### src/rtl/hazard_pkg.sv
// Shared definitions for the pipeline hazard controller: FSM state encoding
// and the default data-memory wait timeout.
package hazard_pkg;

    typedef enum logic [1:0] {
        HZ_RUN      = 2'd0,
        HZ_MEM_WAIT = 2'd1,
        HZ_ERROR    = 2'd2
    } hz_state_t;

    localparam int unsigned MEM_TIMEOUT_DEFAULT = 200;

endpackage

### src/rtl/hazard_perf_cnt.sv
// Saturating event counter used for the hazard controller's performance
// statistics. Synchronous active-low reset; holds at all-ones once full.
module hazard_perf_cnt #(
    parameter int PERF_W = 32
) (
    input  logic              clk,
    input  logic              rst_n,
    input  logic              inc,
    output logic [PERF_W-1:0] count
);

    localparam logic [PERF_W-1:0] CNT_ONE = 1;

    logic [PERF_W-1:0] count_reg;

    always_ff @(posedge clk) begin
        if (!rst_n) begin
            count_reg <= '0;
        end else if (inc && (count_reg != '1)) begin
            count_reg <= count_reg + CNT_ONE;
        end
    end

    assign count = count_reg;

endmodule

### src/rtl/hazard_ctrl.sv
// Pipeline hazard controller: load-use bubbles, data-memory wait stalls with
// timeout, and taken-branch flushes. Optional counters: HAZARD_CTRL_PERF_EN.
module hazard_ctrl
    import hazard_pkg::*;
#(
    parameter int          REG_AW      = 5,
    parameter int          TIMEOUT_W   = 8,
    parameter int unsigned MEM_TIMEOUT = MEM_TIMEOUT_DEFAULT,
    parameter int          PERF_W      = 32
) (
    input  logic              clk,
    input  logic              rst_n,
    input  logic [REG_AW-1:0] id_rs1,
    input  logic [REG_AW-1:0] id_rs2,
    input  logic              id_use_rs1,
    input  logic              id_use_rs2,
    input  logic [REG_AW-1:0] ex_rd,
    input  logic              ex_memread,
    input  logic              ex_br_taken,
    input  logic              mem_req,
    input  logic              mem_ready,
    output logic              stall_pc,
    output logic              stall_ifid,
    output logic              stall_idex,
    output logic              stall_exmem,
    output logic              flush_ifid,
    output logic              flush_idex,
    output logic              mem_err,
    output logic [PERF_W-1:0] perf_lu,
    output logic [PERF_W-1:0] perf_mw,
    output logic [PERF_W-1:0] perf_fl
);

    localparam logic [TIMEOUT_W-1:0] TCNT_ONE   = 1;
    localparam logic [TIMEOUT_W-1:0] TCNT_LIMIT = TIMEOUT_W'(MEM_TIMEOUT);

    hz_state_t            state_reg, state_next;
    logic [TIMEOUT_W-1:0] tcnt_reg, tcnt_next;
    logic                 pend_fl_reg, pend_fl_next;
    logic                 mem_err_reg, mem_err_next;

    logic mw;
    logic lu;

    assign mw = mem_req && !mem_ready;
    assign lu = ex_memread && (ex_rd != '0) &&
                ((id_use_rs1 && (id_rs1 == ex_rd)) || (id_use_rs2 && (id_rs2 == ex_rd)));

    always_ff @(posedge clk) begin
        if (!rst_n) begin
            state_reg   <= HZ_RUN;
            tcnt_reg    <= '0;
            pend_fl_reg <= 1'b0;
            mem_err_reg <= 1'b0;
        end else begin
            state_reg   <= state_next;
            tcnt_reg    <= tcnt_next;
            pend_fl_reg <= pend_fl_next;
            mem_err_reg <= mem_err_next;
        end
    end

    always_comb begin
        state_next   = state_reg;
        tcnt_next    = tcnt_reg;
        pend_fl_next = pend_fl_reg;
        mem_err_next = mem_err_reg;
        case (state_reg)
            HZ_RUN: begin
                if (mw) begin
                    state_next = HZ_MEM_WAIT;
                    tcnt_next  = TCNT_ONE;
                    // A redirect seen while memory stalls is replayed on the ready cycle.
                    if (ex_br_taken) begin
                        pend_fl_next = 1'b1;
                    end
                end
            end
            HZ_MEM_WAIT: begin
                if (!mem_ready) begin
                    if (tcnt_reg == TCNT_LIMIT) begin
                        state_next   = HZ_ERROR;
                        mem_err_next = 1'b1;
                    end else begin
                        tcnt_next = tcnt_reg + TCNT_ONE;
                    end
                end else begin
                    state_next   = HZ_RUN;
                    tcnt_next    = '0;
                    pend_fl_next = 1'b0;
                end
            end
            HZ_ERROR: begin
                state_next = HZ_ERROR;
            end
            default: begin
                state_next = HZ_RUN;
            end
        endcase
    end

    always_comb begin
        stall_pc    = 1'b0;
        stall_ifid  = 1'b0;
        stall_idex  = 1'b0;
        stall_exmem = 1'b0;
        flush_ifid  = 1'b0;
        flush_idex  = 1'b0;
        if (!rst_n) begin
            flush_ifid = 1'b1;
            flush_idex = 1'b1;
        end else begin
            case (state_reg)
                HZ_RUN: begin
                    if (mw) begin
                        stall_pc    = 1'b1;
                        stall_ifid  = 1'b1;
                        stall_idex  = 1'b1;
                        stall_exmem = 1'b1;
                    end else if (ex_br_taken) begin
                        flush_ifid = 1'b1;
                        flush_idex = 1'b1;
                    end else if (lu) begin
                        stall_pc   = 1'b1;
                        stall_ifid = 1'b1;
                        flush_idex = 1'b1;
                    end
                end
                HZ_MEM_WAIT: begin
                    if (!mem_ready) begin
                        stall_pc    = 1'b1;
                        stall_ifid  = 1'b1;
                        stall_idex  = 1'b1;
                        stall_exmem = 1'b1;
                    end else if (pend_fl_reg) begin
                        flush_ifid = 1'b1;
                        flush_idex = 1'b1;
                    end
                end
                HZ_ERROR: begin
                    stall_pc    = 1'b1;
                    stall_ifid  = 1'b1;
                    stall_idex  = 1'b1;
                    stall_exmem = 1'b1;
                end
                default: begin
                    stall_pc = 1'b0;
                end
            endcase
        end
    end

    assign mem_err = mem_err_reg;

`ifdef HAZARD_CTRL_PERF_EN
    logic [2:0]        perf_inc;
    logic [PERF_W-1:0] perf_cnt [3];

    // perf_mw counts the cycles the memory wait actually holds the pipe.
    assign perf_inc[0] = rst_n && (state_reg == HZ_RUN) && lu;
    assign perf_inc[1] = rst_n && (((state_reg == HZ_RUN) && mw) ||
                                   ((state_reg == HZ_MEM_WAIT) && !mem_ready));
    assign perf_inc[2] = rst_n && flush_ifid;

    generate
        for (genvar gi = 0; gi < 3; gi++) begin : g_perf
            hazard_perf_cnt #(
                .PERF_W (PERF_W)
            ) u_cnt (
                .clk   (clk),
                .rst_n (rst_n),
                .inc   (perf_inc[gi]),
                .count (perf_cnt[gi])
            );
        end
    endgenerate

    assign perf_lu = perf_cnt[0];
    assign perf_mw = perf_cnt[1];
    assign perf_fl = perf_cnt[2];
`else
    assign perf_lu = '0;
    assign perf_mw = '0;
    assign perf_fl = '0;
`endif

endmodule

### config.mk
export PLATFORM = sky130hd
export DESIGN_NAME = hazard_ctrl
export DESIGN_NICKNAME = d
export VERILOG_FILES = /design/src/rtl/hazard_pkg.sv /design/src/rtl/hazard_perf_cnt.sv /design/src/rtl/hazard_ctrl.sv
export SDC_FILE = /design/constraint.sdc
export NUM_CORES = 1
export LEC_CHECK = 0
export ABC_AREA = 1
export CAP_MARGIN = 20
export CORE_ASPECT_RATIO = 1.75
export CORE_MARGIN = 8
export CORE_UTILIZATION = 31
export CTS_CLUSTER_SIZE = 24
export DETAILED_ROUTE_END_ITERATION = 16
export HOLD_SLACK_MARGIN = 0.06
export PLACE_DENSITY = 0.77
export RECOVER_POWER = 100
export SLEW_MARGIN = 20
export SYNTH_ARGS = -nofsm -noshare
export SYNTH_HDL_FRONTEND = slang
export SYNTH_SLANG_ARGS = --single-unit
### constraint.sdc
create_clock -name clk -period 1.5 [get_ports clk]
set_clock_uncertainty 0.1 [all_clocks]
set_input_delay 0.3 -clock clk [delete_from_list [all_inputs] [get_ports clk]]
set_output_delay 0.3 -clock clk [all_outputs]
set_load 0.01 [all_outputs]
==> run summary, run 1 <==
Crit end category = output pin
Max reg flops = 8
Worst-Skew Late Latency = 0.24 ns
First-pass GRT wire length = 6.20 mm
Reg-to-reg endpoint = tcnt_reg[1]
Io pins = 126
Largest stage delay on the critical path = 0.38 ns
Crit path top cell by count = o21ai_2
Final worst slack = -0.187 ns
# DRC = 0
Core Rows = 35
Fmax = 0.593 GHz
Seq/Total Area, Yosys = 14.3%
Crit Path Class = flop to output pin
CTS Buf Count = 3
Final nets = 334
Layout cell share with drive strength beyond 1 = 29.9%
Clock Tree Buf Depth = 2
Min-Delay Path Class = flop to flop
Buf/Inv on CP = 3
Critical Path Source = state_reg[1]
CTS tree = yes
Power after layout = 1.19 mW
Antenna Violating Nets Remaining = 0
FF-to-FF path depth = 9
PD cells = 592 mW/mm^2
Drt first pass iters = 5
Post-synth EDFFs = 0
Pleak = 1.08 nW
Area grow syn2layout = 19.9%
Final setup vio count = 7
Layout Cells excl Fill = 363
WL/cell = 11.3 um
CP Data Required Time = 1.10 ns
Failing checks = negative setup slack
Yosys cell types = 29
Reg2reg start = tcnt_reg[0]
CP Capture Point = stall_pc
Total track usage = 9.09%
Final Hold Fails = 0
Half-perimeter wire length after placement = 3.37 mm
Initial drt markers = 24
Root buf cell = clkbuf_8
Min Hold Slack = 0.348 ns
Startpoint types = flop
Vias post-DR = 1442
Dpl cells = 349
WL final = 4.11 mm
Clk slew on worst S/H paths = 0.06 ns
CP max FO = 3
#FFs+latches synth = 12
Worst vdd ir = 621 uV
H-tree levels = 1
Diode count = 0
Crit. path cell count = 8
Initial antenna violation count = 0
Primary FF master, synth = dfxtp_1
R2r setup slk = -0.01 ns
Avg Inst Size Synth = 6.70 sq um
Unrepaired setup endpoints after global routing = yes
Die Y = 113 um
Slew Limit Fails = 0
Mapped Area = 0.00168 sq mm
Die width = 71.7 um
Max_cap viols = 0
Most frequent cells in the layout = conb_1, nand2_1, buf_4, dlygate4sd2_1, inv_1
Cell Chain, Critical Path = inv_4 > nand2_4 > nor2_4 > inv_2 > o21ai_2 > o21ai_2 > nand2_1 > buf_2
# port buffers = 29
Yosys warnings = 0
Die Area = 0.00814 sq mm
Crit-path slowest cell = dfxtp_4
Initial Util = 32.0%
Status = finished with violations
Critical path's top delay family = flip-flops
Gpl congestion = 0.772
Largest net degree at the start of global routing = 8
Worst endpoint data arrival time = 1.29 ns
Asr flop ratio synth = 0%
CORE AREA = 0.00526 sq mm
Vias/cell = 3.97
Vias in the first global route = 1430
Commonest non-fill, non-tap cell in the layout = conb_1
Post-synthesis cell count = 251
Final Critical Period = 1.69 ns
Crit share post-route = 112%
Gr ovfl total = 0
Clock sinks = 12
[per-stage QoR]
| stage | util, % | setup WS (ns) | area (sq um) | setup TNS [ns] |
|---|---|---|---|---|
| after floorplan | - | 0.0135 | 2050 | 0 |
| after global routing | 38.4 | -0.244 | 2020 | -1.87 |
| after detailed placement | 34.3 | -0.955 | 1800 | -10.27 |
| after CTS | 36.6 | -0.182 | 1920 | -0.959 |
| after global placement | 34.3 | -0.955 | 1800 | -10.05 |
| final | 38.4 | -0.187 | 2020 | -0.982 |
[layer usage]
metal,vias to the layer above,global-route usage [%],routed length (um)
met5,-,0,0
met4,0,2.88,57
met3,8,3.78,529
met2,120,17.7,2070
met1,616,7.99,1450
li1,698,-,-
[synthesized netlist by cell type (2+ instances only)]
library cell	n	share of area (%)
dfxtp_1	12	14
nand3_1	9	2.7
nor2_2	5	1.9
buf_4	98	44
nand2_1	37	8.3
ha_1	2	1.5
xor2_1	4	2.1
nand2_2	3	1.1
inv_1	25	5.6
nor2_1	16	3.6
nor3_1	3	0.89
o21ai_1	2	0.59
o21ai_0	5	1.5
nand4_1	6	2.2
a21oi_1	9	2.7
inv_2	2	0.45
[tightest hold or removal path, cell delays in order (launching register included)]
cell     delay [ns]
dfxtp_1        0.31
inv_1          0.06
a21oi_2        0.04
[how the worst min path moves through the flow]
stage / startpoint / end / slack (ns) / cells after the start
floorplan: pend_fl_reg / pend_fl_reg / 0.33 / 2
CTS: mem_err / mem_err / 0.36 / 2
global placement: mem_err / mem_err / 0.34 / 2
detailed placement: pend_fl_reg / pend_fl_reg / 0.35 / 2
finish: mem_err / mem_err / 0.35 / 2
global route: mem_err / mem_err / 0.37 / 2
[power by group]
| group | switching, mW | internal (mW) | total, mW |
|---|---|---|---|
| logic | 0.313 | 0.179 | 0.492 |
| registers | 0.0162 | 0.333 | 0.350 |
| clock network | 0.120 | 0.232 | 0.351 |
[cells by family (layout without fill, tap and decap cells)]
family | count (synthesis) | after routing | share of synthesized area [%]
AOI/OAI and AO/OA | 19 | 19 | 6.25
and+or+nand+nor | 86 | 86 | 25.4
xor gates and xnor gates | 4 | 4 | 2.08
adders and majority gates | 2 | 2 | 1.49
buffers and inverters | 127 | 89 | 50.3
other | 1 | 96 | 0.223
DFF | 12 | 12 | 14.3
[final cells by class]
type	count	area, sq um
fill	538	3240
multi-input combinational	207	1070
timing repair buffer	56	440
sequential	12	253
inverter	29	125
tap	55	68.8
clock buffer	4	55.1
[timing repair]
item | CTS | global route
endpoints found under the hold margin | 0 | 0
hold buffers | 0 | 0
resized for setup | 84 | 27
setup endpoints to repair | 18 | 15
buffers inserted | 8 | 5
pin swaps | 19 | 6
Power figures use the tool's default switching activity.
==> run 2, diff against run 1 <==
Settings changed: ABC_AREA 1 to 0, CORE_UTILIZATION 31 to 30.
==> run 2 against run 1 <==
Net effect:
- the run still ends with negative setup slack left
- hold slack improved by 0.029 ns
- maximum frequency fell by 9.1%
- final cell count fell by 14%
- sequential share of layout area fell by 0.56 points
- synthesized area fell by 5.8%
- total power fell by 8.1%
- count of clock-buffer cells in the layout did not move
- wire length rose by 5.7%
- critical path type is now primary input to output pin
- largest power group unchanged
- highest routed layer unchanged
==> run summary, run 2 <==
Status = finished with violations
Failing checks = negative setup slack
Die Area = 0.00796 sq mm
Startpoint types = primary input
Worst Hold Path EP = state_reg[0]
First-pass GRT wire length = 6.38 mm
Hold Path Stages = 4
Clock Tree Buf Depth = 2
Hold-fix buffers at CTS = 0
Most frequent cells in the layout = conb_1, buf_4, buf_6, dlygate4sd2_1, dfxtp_1
Initial Util = 30.7%
Pleak = 0.982 nW
#FFs+latches synth = 12
Crit Path Class = primary input to output pin
Antenna Violating Nets Remaining = 0
Final setup vio count = 15
Worst-Skew Late Latency = 0.24 ns
Final Critical Period = 1.86 ns
Fill cell count = 487
Cell Chain, Critical Path = buf_8 > or4_4 > o211a_1 > nand3b_1 > o21bai_2 > buf_2
Io pins = 126
Gr ovfl total = 0
Primary FF master, synth = dfxtp_1
Fmax = 0.539 GHz
Initial antenna violation count = 0
Half-perimeter wire length after placement = 3.30 mm
Commonest non-fill, non-tap cell in the layout = conb_1
Seq/Total Area, Yosys = 15.2%
R2r setup slk = -0.26 ns
CTS tree = yes
Initial drt markers = 22
Worst vdd ir = 359 uV
Vias in the first global route = 1483
# DRC = 0
Crit-path slowest cell = or4_4
Yosys warnings = 0
FF-to-FF path depth = 6
Vias/cell = 4.13
Asr flop ratio synth = 0%
Critical path's top delay family = simple AND/OR/NAND/NOR gates
CP Data Required Time = 1.10 ns
Largest stage delay on the critical path = 0.52 ns
Crit. path cell count = 6
Post-synth EDFFs = 0
Clk slew on worst S/H paths = 0.06 ns
WL final = 4.34 mm
Crit share post-route = 124%
Area grow syn2layout = 31.3%
Final core occ = 40.3%
Worst endpoint data arrival time = 1.46 ns
PD cells = 527 mW/mm^2
CP max FO = 2
Diode count = 0
Final worst slack = -0.356 ns
Power after layout = 1.10 mW
Final Hold Fails = 0
Vias post-DR = 1292
Post-synthesis cell count = 198
Largest net degree at the start of global routing = 11
Final nets = 284
Layout cell share with drive strength beyond 1 = 39.1%
Area contributors post-synth = buf_4, dfxtp_1, xor2_1
Design area = 0.00208 sq mm
Min-Delay Path Class = primary input to flop
Root buf cell = clkbuf_8
Reg2reg start = tcnt_reg[0]
Clock sinks = 12
Max_cap viols = 0
Mapped Area = 0.00159 sq mm
# port buffers = 29
Final setup TNS = -2.98 ns
Slew Limit Fails = 0
Synth top cells by count = buf_4, dfxtp_1, xor2_1
Buf/Inv on CP = 2
Die Y = 112 um
Count leader, synth = buf_4
Avg Inst Size Synth = 8.01 sq um
CORE AREA = 0.00517 sq mm
Unrepaired setup endpoints after global routing = yes
Area leader, netlist = buf_4
Drt first pass iters = 4
Yosys cell types = 43
Max reg flops = 8
Reg-to-reg endpoint = tcnt_reg[0]
Yosys top cell area share = 46.4%
Gpl congestion = 0.734
CTS Buf Count = 3
Hold_sp = mem_req
WL/cell = 13.9 um
Die width = 71.0 um
H-tree levels = 1
Total track usage = 9.70%
Crit end category = output pin
Area after DPL = 0.00174 sq mm
Core Rows = 35
Min Hold Slack = 0.378 ns
==> run 2: cell count changes in the layout (fill, tap and decap cells not counted), sizes merged, moves of 6 or more <==
cell	previous run	this run
dlygate4sd2	17	7
inv	28	5
a21oi	9	3
nor2	22	4
buf	35	44
nand4	6	0
nand2	41	7
==> run 2: what timing repair did <==
item	in CTS	in global routing
setup buffers	9	1
gates resized for setup	103	40
setup endpoints to repair	19	17
pin swaps	28	17
==> run 2: power breakdown <==
part           leakage (nW)  internal (mW)  switching, mW  total (mW)
clock                0.0288          0.232          0.127       0.359
sequential           0.0997          0.325        0.00653       0.331
combinational         0.854          0.160          0.246       0.406
total                 0.982          0.717          0.380        1.10
==> run 2: through the flow <==
step           worst slack [ns]  std cells
2_1_floorplan            -0.257        293
4_1_cts                  -0.399        312
6_report                 -0.356        313
5_1_grt                  -0.413        313
3_3_place_gp              -1.10        299
3_5_place_dp              -1.15        299
==> run 2: cell type report <==
type | count | area [sq um] | area share (%)
Inverter | 5 | 18.8 | 0.902
Tap cell | 55 | 68.8 | 3.31
Sequential cell | 12 | 249 | 12.0
Multi-Input combinational cell | 175 | 1160 | 55.6
Clock buffer | 4 | 55.1 | 2.65
Timing Repair Buffer | 62 | 532 | 25.6
==> run 2: kinds of logic (layout without fill, tap and decap cells) <==
| group | Yosys count | in the layout | share of synthesized area (%) |
|---|---|---|---|
| AND/OR/NAND/NOR | 36 | 36 | 14.0 |
| other | 1 | 96 | 0.237 |
| buffers and inverters | 106 | 71 | 48.4 |
| XOR/XNOR | 12 | 12 | 6.63 |
| AO/OA/AOI/OAI | 28 | 28 | 13.3 |
| adder cells (fa/ha/maj) | 2 | 2 | 1.58 |
| flip-flops | 12 | 12 | 15.2 |
| multiplexers | 1 | 1 | 0.631 |
==> run 2: worst max path at each step <==
stage | from | end
3_5_place_dp | ex_rd[3] | stall_pc
2_1_floorplan | ex_rd[1] | stall_pc
6_report | ex_rd[4] | stall_pc
3_3_place_gp | ex_rd[1] | stall_pc
5_1_grt | id_rs1[0] | stall_pc
4_1_cts | ex_rd[4] | stall_pc
==> run 2: metal layers <==
metal  routed length (um)  global-route usage [%]
met4                   63                    3.50
met2                 2420                    20.5
met5                    0                       0
met3                  461                    3.21
met1                 1390                    7.52
==> run 2: worst register-to-register path: cells and delay by family, from the launching register on <==
family	cells	cell delay (ns)
and+or+nand+nor	2	0.60
AOI/OAI and AO/OA	2	0.44
DFF	1	0.33
adders and majority gates	1	0.12
buffers and inverters	1	0.07
